<file path="config.mk">
export PLATFORM = sky130hd
export DESIGN_NAME = sw_debounce
export DESIGN_NICKNAME = d
export VERILOG_FILES = /design/src/rtl/sw_debounce_pkg.sv /design/src/rtl/sw_debounce_bit.sv /design/src/rtl/sw_debounce.sv
export SDC_FILE = /design/constraint.sdc
export NUM_CORES = 1
export LEC_CHECK = 0
export ABC_AREA = 0
export CAP_MARGIN = 20
export CORE_MARGIN = 8
export CORE_UTILIZATION = 55
export DETAILED_ROUTE_END_ITERATION = 10
export GPL_TIMING_DRIVEN = 0
export PLACE_DENSITY = 0.77
export SLEW_MARGIN = 10
export SYNTH_ARGS = -nofsm -noshare
export SYNTH_HDL_FRONTEND = slang
export SYNTH_SLANG_ARGS = --single-unit
</file>
<file path="constraint.sdc">
create_clock -name clock -period 2.3 [get_ports clock]
set_input_delay 0.23 -clock clock [delete_from_list [all_inputs] [get_ports clock]]
set_output_delay 0.23 -clock clock [all_outputs]
set_load 0.02 [all_outputs]
</file>
<file path="src/rtl/sw_debounce_pkg.sv">
// sw_debounce_pkg: shared defaults for the switch debouncer.
// N_STABLE_SIM is a short stability window so benches settle in a few cycles.
package sw_debounce_pkg;

    localparam int NB_SW_DEF       = 4;
    localparam int NB_DEBOUNCE_DEF = 16;
    localparam int N_STABLE_DEF    = 50000;
    localparam int N_STABLE_SIM    = 4;

endpackage

</file>
<file path="src/rtl/sw_debounce_bit.sv">
// debounce_bit: conditions one switch bit.
// Two-flop synchroniser, stability counter, accepted level and its previous
// value. Edge outputs exist only when SW_DEBOUNCE_EDGE_EN is defined;
// otherwise they are tied low.
//
// state     | meaning
// ----------|-------------------------------------------------------------
// STABLE    | synchronised level equals accepted level, counter held at 0
// COUNTING  | levels differ, counter runs toward N_STABLE-1, then accepts
module debounce_bit
    import sw_debounce_pkg::*;
#(
    parameter int NB_DEBOUNCE = NB_DEBOUNCE_DEF,
    parameter int N_STABLE    = N_STABLE_DEF
) (
    input  logic clock,
    input  logic reset_n,
    input  logic sw_raw,
    output logic level,
    output logic changed,
    output logic rise,
    output logic fall
);

    localparam logic [NB_DEBOUNCE-1:0] CNT_TERM = NB_DEBOUNCE'(N_STABLE - 1);

    logic                   s1;
    logic                   s2;
    logic [NB_DEBOUNCE-1:0] cnt;
    logic                   prev_level;
    logic                   differ;
    logic                   accept;

    assign differ = (s2 != level);
    assign accept = differ && (cnt == CNT_TERM);

    // Bring the raw switch into the clock domain.
    always_ff @(posedge clock or negedge reset_n) begin
        if (!reset_n) begin
            s1 <= 1'b0;
            s2 <= 1'b0;
        end else begin
            s1 <= sw_raw;
            s2 <= s1;
        end
    end

    // Count consecutive differing cycles; any agreement or an accept restarts at 0.
    always_ff @(posedge clock or negedge reset_n) begin
        if (!reset_n) begin
            cnt <= '0;
        end else if (!differ || accept) begin
            cnt <= '0;
        end else begin
            cnt <= cnt + NB_DEBOUNCE'(1);
        end
    end

    // Accepted level plus a one-cycle-delayed copy used to form the pulses.
    always_ff @(posedge clock or negedge reset_n) begin
        if (!reset_n) begin
            level      <= 1'b0;
            prev_level <= 1'b0;
        end else begin
            if (accept) begin
                level <= s2;
            end
            prev_level <= level;
        end
    end

    // Both operands are flops, so the pulse is high exactly in the cycle the
    // new level is first visible and has no path from sw_raw.
    assign changed = level ^ prev_level;

`ifdef SW_DEBOUNCE_EDGE_EN
    assign rise = level & ~prev_level;
    assign fall = ~level & prev_level;
`else
    assign rise = 1'b0;
    assign fall = 1'b0;
`endif

endmodule

</file>
<file path="src/rtl/sw_debounce.sv">
// sw_debounce: debounces NB_SW board switches independently.
// One debounce_bit per switch; per-bit change flags are merged into a single
// o_changed pulse. Optional per-bit rise/fall pulses: SW_DEBOUNCE_EDGE_EN.
module sw_debounce
    import sw_debounce_pkg::*;
#(
    parameter int NB_SW       = NB_SW_DEF,
    parameter int NB_DEBOUNCE = NB_DEBOUNCE_DEF,
    parameter int N_STABLE    = N_STABLE_DEF
) (
    input  logic             clock,
    input  logic             i_reset,
    input  logic [NB_SW-1:0] i_sw,
    output logic [NB_SW-1:0] o_sw,
    output logic             o_changed,
    output logic [NB_SW-1:0] o_rise,
    output logic [NB_SW-1:0] o_fall
);

    logic [NB_SW-1:0] changed_vec;

    for (genvar i = 0; i < NB_SW; i++) begin : g_bit
        debounce_bit #(
            .NB_DEBOUNCE (NB_DEBOUNCE),
            .N_STABLE    (N_STABLE)
        ) u_bit (
            .clock   (clock),
            .reset_n (i_reset),
            .sw_raw  (i_sw[i]),
            .level   (o_sw[i]),
            .changed (changed_vec[i]),
            .rise    (o_rise[i]),
            .fall    (o_fall[i])
        );
    end

    // Several bits accepting together still yield one pulse.
    assign o_changed = |changed_vec;

endmodule

</file>
==> Word level (Yosys, flattened, before mapping) <==
Index checks and enable logic that the tools add are counted.
{ "totals": {"reg_bits": 80, "in_bits": 6, "wordCells": 53, "out_inout_bits": 13} }
{ "classes": {"bitwise": 4, "n_reduce_logical": 13, "mux": 4, "eq_ne": 8, "n_addsub": 4} }
{ "op_table": {"columns": ["operator", "count"], "rows": [
  ["16-bit by 1-bit adder with 16-bit output, second input constant", 4],
  ["16-bit == test, second input constant", 4],
  ["16-bit two-way mux", 4],
  ["1-bit logical AND", 4],
  ["1-bit zero test", 4],
  ["1-bit logical OR", 4],
  ["1-bit inequality test", 4],
  ["4-bit OR reduction", 1],
  ["1-bit XOR", 4]
]} }

==> Depth between registers and ports, before layout <==
Gate-level depths: netlist (run 1).
{ "depth": {"ltp_word": 4, "depth_mapped": 6, "ltp_nobuf": 5} }

==> Hierarchy <==
Synthesis (run 1) repeated with hierarchy kept, for this count alone.
{ "hier_totals": {"hier_cells": 353, "hier_area_um2": 4156.5} }
{ "modules_own_cells": {"columns": ["mod", "area_each_um2", "cells_per_inst", "n_inst"], "rows": [
  ["debounce_bit", 1037.2, 88, 4],
  ["sw_debounce", 7.5, 1, 1]
]} }

==> Least setup slack after synthesis (run 1) <==
No wires, ideal clock.
{ "synth_path": {"path_kind": "reg-to-reg", "start": "register g_bit[0].u_bit.cnt[10]", "end": "register g_bit[0].u_bit.cnt[10]", "slack_ns": 0.648, "t_arrival_ns": 1.534, "path_stages_with_launch": 5, "required_ns": 2.181, "n_path_buf": 1, "period_less_slack_ns": 1.652, "path_cell_list": "dfrtp_1 or3_1 o41ai_4 buf_6 nor2_1"} }
{ "synth_via": {"elab_chain_len": 4} }
{ "synth_rtl": {"columns": ["element", "line_no", "source"], "rows": [
  ["start, declared", "sw_debounce_bit.sv:29", "logic [NB_DEBOUNCE-1:0] cnt;"],
  ["start signal, assigned", "sw_debounce_bit.sv:55", "cnt <= cnt + NB_DEBOUNCE'(1);"],
  ["branches (longest 3 deep; another with 16-bit by 1-bit adder with 16-bit output)", null, null],
  ["16-bit two-way mux *", "sw_debounce_bit.sv:52", "end else if (!differ || accept) begin"]
]} }
Every way passes the cells marked *.
A chain may end at the register's enable or synchronous reset.

==> Final worst setup path (run 1) <==
{ "layout_path": {"start": "register g_bit[3].u_bit.level", "end": "output o_changed"} }
{ "layout_via": {"elab_chain_len": 2} }
{ "layout_rtl": {"columns": ["element", "line_no", "source"], "rows": [
  ["start, declared", "sw_debounce_bit.sv:19", "output logic level,"],
  ["start signal, assigned", "sw_debounce_bit.sv:62", "level <= 1'b0;"],
  ["start signal, assigned", "sw_debounce_bit.sv:66", "level <= s2;"],
  ["1-bit XOR", "sw_debounce_bit.sv:74", "assign changed = level ^ prev_level;"],
  ["4-bit OR reduction", "sw_debounce.sv:38", "assign o_changed = |changed_vec;"],
  ["end, declared", "sw_debounce.sv:15", "output logic o_changed,"]
]} }
No other way between the ends.

==> impl_metrics.py, run 1 <==
metrics = {
    "grt": {
        "grt.overflow.total": 0,
        "antenna_found_initial": 0,
        "grt_pass1_vias": 2641,
        "grt_use_total_pct": 14.6,
        "grt_pass1_wl_mm": 11.6,
        "grt_max_degree": 49,
    },
    "timing": {
        "drv_slew": 0,
        "hold_viol_final": 0,
        "worst_pin_slew_ps": 497,
        "setup-tns-final_ps": 0,
        "slew_headroom_pct": 66.7,
        "fin_skew_ps": 14.0,
        "timing.hold.ws_ps": 307,
        "min_period_ps": 1940,
        "layout_worst_path_cycle_share_pct": 84.3,
        "max_freq_mhz": 516,
        "setup_violations": 0,
        "rsz0062_at_grt": "no",
    },
    "power": {
        "p_total_w": 0.00265,
        "p_leak_nw": 1.77,
        "irDropWorstVdd_uv": 365,
        "power.density_nw_per_um2": 626,
    },
    "drt": {
        "drtAntennaViolNets": 0,
        "vias_per_cell": 5.40,
        "drc_errors": 0,
        "wirelength_mm": 6.26,
        "vias": 2563,
        "drt-initial-drc-count": 84,
        "wire_per_inst_um": 13.2,
        "first_pass_iters": 5,
    },
    "critical_path": {
        "cp_slowest_cell": "clkdlybuf4s50_1",
        "r2r-start": "g_bit[3].u_bit.cnt[0]",
        "crit_path_end_kind": "output port",
        "r2r_cells": 6,
        "crit_fanout": 5,
        "start_kind": "register",
        "worstPathArrival_ps": 1710,
        "crit_start": "g_bit[3].u_bit.level",
        "path_class": "reg2out",
        "cp-endpoint": "o_changed",
        "r2r_end": "g_bit[3].u_bit.cnt[12]",
        "crit_path_cell_trace": "xnor2_1, nand4_1, clkdlybuf4s50_1",
        "r2r_setup_slack_ps": 450,
        "critical_path_required_ps": 2070,
        "slowest_delay_ps": 620,
    },
    "clock_network": {
        "cts_buffers": 9,
        "cts_root_buf": "clkbuf_8",
        "htreeDepth": 3,
        "cts_tree": "done",
        "insertion_delay_ps": 350,
        "clock_path_buffers": 2,
        "cts.sinks": 80,
        "cts_resized": 0,
        "clkTransAtPathRegs_ps": 90,
    },
    "synth": {
        "synthXorXnorAreaFrac_pct": 14.7,
        "synth_top_family_by_area": "simple AND/OR/NAND/NOR gates",
        "yosysSeqAreaShare_pct": 53.2,
        "synthAdderAreaFrac_pct": 1.33,
        "yosys.area_share.simple_pct": 22.9,
        "synth_warnings": 0,
        "synth_mux_area_share_pct": 1.20,
        "ys_seq_elements": 80,
        "synth_compound_area_share_pct": 1.79,
        "postSynthCellCount": 360,
        "avgSynthCellArea_um2": 10.5,
        "synth.distinct_cells": 29,
        "synth_area_um2": 3760,
    },
    "run_status": {
        "status": "finished clean",
    },
    "floorplan": {
        "chipWidth_um": 98.7,
        "ios": 19,
        "die_area_um2": 9750,
        "die_h_um": 98.7,
        "row_count": 30,
        "start_util_pct": 56.0,
        "core-area_um2": 6720,
    },
    "finish": {
        "seq_area_um2": 2000,
        "final_common_cell": "dfrtp_1",
        "multi_input_area_um2": 1610,
        "final_cell_mix": "80 x dfrtp_1, 73 x nor2_1, 51 x xnor2_1, 23 x nand3_1, 18 x nor4_1",
        "antenna-diode-count": 0,
        "area_growth_pct": 12.5,
        "drive_above_1_share_pct": 10.4,
        "layout.cells.non_filler": 475,
        "fill_cells": 533,
        "final_nets": 400,
    },
    "placed_design": {
        "place_congestion": 0.861,
        "dp.cells": 458,
        "dp_hpwl_mm": 4.38,
        "io_buffers": 10,
    },
    "flow_run": {
        "maxCapViolCount": 0,
    },
    "hold_path": {
        "hold_path_class": "in2reg",
        "hp-start": "i_sw[1]",
    },
}
[worst min path at each step]
stage | endpoint | slack, ps | depth (start not counted)
3_5_place_dp | g_bit[0].u_bit.cnt[12] | 210 | 1
6_report | g_bit[1].u_bit.s1 | 310 | 1
4_1_cts | g_bit[0].u_bit.s1 | 300 | 1
3_3_place_gp | g_bit[3].u_bit.s2 | 330 | 0
2_1_floorplan | g_bit[0].u_bit.cnt[0] | -70 | 0
5_1_grt | g_bit[3].u_bit.s1 | 300 | 1
[metrics by stage]
step                worst slack [ps]  instance area [um2]  utilization [%]
floorplan                        648                 3790                -
global placement               -1730                 3990             59.4
detailed placement               437                 4020             59.8
CTS                              333                 4240             63.1
global route                     240                 4240             63.1
finish                           362                 4240             63.1
[layout make-up]
class	count	share of cell area [%]
Clock inverter	6	1.71
Multi-Input combinational cell	257	38.0
Clock buffer	10	3.25
Timing Repair Buffer	12	3.19
Buffer	17	3.13
Sequential cell	80	47.3
Tap cell	80	2.36
Inverter	13	1.15
[worst max-delay path: cells and delay by family (launching register included)]
family | cells | cell delay, ps
buffers and inverters | 1 | 620
XOR/XNOR | 1 | 160
flip-flops | 1 | 460
AND/OR/NAND/NOR | 1 | 130
[repair_timing]
| action | 4_1_cts | 5_1_grt |
|---|---|---|
| hold endpoints to repair | 32 | 0 |
| hold buffers | 1 | 0 |
| setup buffers | 0 | 0 |
[flip-flops by register name (all words and copies together), names as in the netlist]
| name | count |
|---|---|
| g_bit.u_bit.cnt | 64 |
| g_bit.u_bit.level | 4 |
| g_bit.u_bit.prev_level | 4 |
| g_bit.u_bit.s1 | 4 |
| g_bit.u_bit.s2 | 4 |
[power by group]
part	internal (W)	leakage, nW	switching (W)	total (W)
clock network	0.000546	0.109	0.000533	0.00108
logic	0.0000468	0.570	0.0000738	0.000121
registers	0.00143	1.09	0.0000211	0.00145
total	0.00202	1.77	0.000628	0.00265
[synth_stat cells, drive strengths merged]
library cell	n	area, um2
nand3	23	115
clkbuf	1	3.75
mux2	4	45.0
nand4b	1	8.76
o31ai	1	7.51
dfrtp	80	2000
nor4b	3	32.5
nor4bb	4	40.0
nor4	18	113
nor3	13	65.1
or4	1	7.51
nand4	15	93.8
nor2	73	274
and3	4	25.0
buf	16	129
xor2	12	105
conb	1	3.75
and4	1	8.76
nand3b	2	15.0
inv	13	48.8
o41ai	2	55.1
a21oi	1	5.00
or3	2	12.5
nand2	14	52.6
xnor2	51	447
ha	4	50.1
[layer usage]
| layer | routed length (um) | global-route usage, % |
|---|---|---|
| met1 | 2930 | 18.1 |
| met2 | 2980 | 23.4 |
| met3 | 236 | 3.81 |
| met4 | 121 | 6.73 |
| met5 | 0 | 0 |
[cell families (layout without fill, tap and decap cells)]
kind of cell / Yosys count / count (layout)
buffers and inverters: 30 / 58
AOI/OAI and AO/OA: 4 / 4
muxes: 4 / 4
adders and majority gates: 4 / 4
and+or+nand+nor: 174 / 174
other: 1 / 8
DFF: 80 / 80
xor gates and xnor gates: 63 / 63
No activity file was read; power rests on OpenSTA's default activity.
==> run 2: changes to the inputs <==
Settings changed: CORE_UTILIZATION 55 to 54, PLACE_DENSITY 0.77 to 0.79.
Clock period 2.3 ns to 1.7 ns, I/O delays scaled along.
==> run 2 against run 1 <==
Compared with the run above: the run now ends with negative setup slack left; die area is 1.6% higher; final cell count is 3.4% higher; sequential share of layout area is 2.2 points lower; first-iteration DRC count is 32% higher; via count is 1.0% higher; worst hold slack worse by 59 ps; clock power is 30% higher; critical path depth is 3 higher; final area is 5.0% higher; largest power group unchanged.
==> impl_metrics.py, run 2 (same netlist as run 1, synthesis figures left out) <==
metrics = {
    "drt": {
        "vias_per_cell": 5.27,
        "vias": 2589,
        "wirelength_mm": 7.06,
        "drt-initial-drc-count": 111,
        "wire_per_inst_um": 14.4,
        "drc_errors": 0,
        "drtAntennaViolNets": 0,
        "first_pass_iters": 4,
    },
    "clock_network": {
        "cts_tree": "done",
        "htreeDepth": 3,
        "cts_buffers": 9,
        "insertion_delay_ps": 350,
        "cts.sinks": 80,
        "cts_root_buf": "clkbuf_8",
        "clock_path_buffers": 2,
        "clkTransAtPathRegs_ps": 90,
    },
    "floorplan": {
        "start_util_pct": 55.7,
        "chipWidth_um": 99.5,
        "core-area_um2": 6760,
        "ios": 19,
        "row_count": 30,
        "die_h_um": 99.5,
        "die_area_um2": 9900,
    },
    "finish": {
        "final_nets": 416,
        "final_cell_mix": "77 x dfrtp_1, 68 x nor2_1, 51 x xnor2_1, 28 x buf_4, 21 x nand3_1",
        "regMostFlops": "g_bit.u_bit.cnt",
        "fill_cells": 506,
        "drive_above_1_share_pct": 18.0,
        "largest_register_ffs": 64,
        "final_common_cell": "dfrtp_1",
        "area_growth_pct": 18.1,
        "final_area_um2": 4450,
        "antenna-diode-count": 0,
    },
    "power": {
        "power.density_nw_per_um2": 800,
        "p_total_w": 0.00356,
        "irDropWorstVdd_uv": 891,
        "p_leak_nw": 1.89,
    },
    "timing": {
        "rsz0062_at_grt": "yes",
        "hold_viol_final": 0,
        "drv_slew": 0,
        "max_freq_mhz": 587,
        "timing.hold.ws_ps": 248,
        "fin_skew_ps": 10.7,
        "layout_worst_path_cycle_share_pct": 100,
        "fin_ws_ps": -3.09,
        "setup_violations": 1,
        "min_period_ps": 1700,
    },
    "placed_design": {
        "place_congestion": 0.851,
        "placed_cell_area_um2": 4010,
        "dp_hpwl_mm": 4.34,
        "io_buffers": 10,
    },
    "critical_path": {
        "worstPathArrival_ps": 1940,
        "path_class": "reg2reg",
        "crit_fanout": 10,
        "r2r-start": "g_bit[0].u_bit.cnt[12]",
        "critical_path_required_ps": 1940,
        "r2r_setup_slack_ps": -3,
        "crit_path_end_kind": "register",
        "start_kind": "register",
        "r2r_end": "g_bit[0].u_bit.cnt[0]",
        "r2r_cells": 6,
    },
    "grt": {
        "grt.overflow.total": 0,
        "grt_pass1_wl_mm": 11.8,
        "grt_pass1_vias": 2530,
        "grt_max_degree": 44,
        "grt_use_total_pct": 14.9,
        "antenna_found_initial": 0,
    },
    "hold_path": {
        "hold_path_class": "in2reg",
        "min_to": "g_bit[0].u_bit.s1",
        "hp-start": "i_sw[0]",
        "hold_depth": 1,
    },
    "flow_run": {
        "maxCapViolCount": 0,
    },
    "run_status": {
        "status": "complete, but fails checks",
        "failed_checks": "negative setup slack",
    },
}
-- run 2: changes by cell type in the layout (fill, tap and decap cells not counted), moves of 3 or more --
| cell | delta |
|---|---|
| buf_4 | +15 |
| clkdlybuf4s50_1 | -5 |
| clkinvlp_4 | +4 |
| dfrtp_1 | -3 |
| dfrtp_2 | +3 |
| dlymetal6s2s_1 | +3 |
| nor2_1 | -5 |
| nor2_2 | +4 |
| nor4_1 | -3 |
-- run 2: layout make-up --
| cell class | instances | area (um2) | area share, % |
|---|---|---|---|
| sequential | 80 | 2010 | 45.1 |
| clock buffer | 10 | 128 | 2.87 |
| inverter | 13 | 48.8 | 1.10 |
| buffer | 17 | 139 | 3.12 |
| timing repair buffer | 28 | 253 | 5.68 |
| multi-input combinational | 257 | 1710 | 38.3 |
| clock inverter | 6 | 68.8 | 1.55 |
| tap | 80 | 100 | 2.25 |
-- run 2: timing repair --
item / in CTS / in global routing
cloned: 0 / 0
endpoints found under the setup margin: 57 / 58
resized for setup: 11 / 22
hold endpoints to repair: 37 / 0
hold buffers: 1 / 0
pin swaps: 6 / 7
buffers inserted: 6 / 10
-- run 2: through the flow --
| stage | util [%] | TNS (ps) | instances | setup slack, ps |
|---|---|---|---|---|
| 5_1_grt | 65.8 | -1160 | 491 | -92.3 |
| 4_1_cts | 63.5 | 0 | 481 | 0.492 |
| 3_5_place_dp | 59.3 | -5720 | 458 | -185 |
| 3_3_place_gp | 59.1 | -184440 | 457 | -2260 |
| 6_report | 65.8 | -3.09 | 491 | -3.09 |
| 2_1_floorplan | - | 0 | 367 | 47.6 |
-- run 2: worst max-delay path: stages (launching register included) --
cell	delay, ps
dfrtp_1	440
nor4b_4	280
nand3b_1	150
buf_4	170
o41ai_4	310
buf_6	200
nor2_1	50
-- run 2: report_power, final --
part | leakage (nW) | switching (W) | internal, W | total [W]
registers | 1.08 | 0.0000323 | 0.00193 | 0.00197
clock network | 0.0851 | 0.000721 | 0.000684 | 0.00140
logic | 0.718 | 0.000110 | 0.0000759 | 0.000186
total | 1.89 | 0.000863 | 0.00269 | 0.00356
-- run 2: per-layer routing --
layer	GRT usage [%]	vias to the layer above	part of all wire (%)
li1	-	1303	-
met1	18.7	1235	48
met2	23.0	42	48
met3	3.35	9	2.8
met4	8.85	0	1.4
met5	0	-	0
-- run 2: how the worst max path moves through the flow --
stage	startpoint	end	slack (ps)	depth (start not counted)
floorplan	g_bit[0].u_bit.cnt[10]	g_bit[0].u_bit.cnt[14]	50	4
global placement	i_reset	g_bit[3].u_bit.cnt[13]	-2260	1
detailed placement	g_bit[3].u_bit.cnt[0]	g_bit[3].u_bit.cnt[9]	-190	6
CTS	g_bit[1].u_bit.cnt[13]	g_bit[1].u_bit.cnt[0]	0.5	5
global route	g_bit[0].u_bit.cnt[12]	g_bit[0].u_bit.cnt[0]	-90	6
finish	g_bit[0].u_bit.cnt[12]	g_bit[0].u_bit.cnt[0]	-3	6
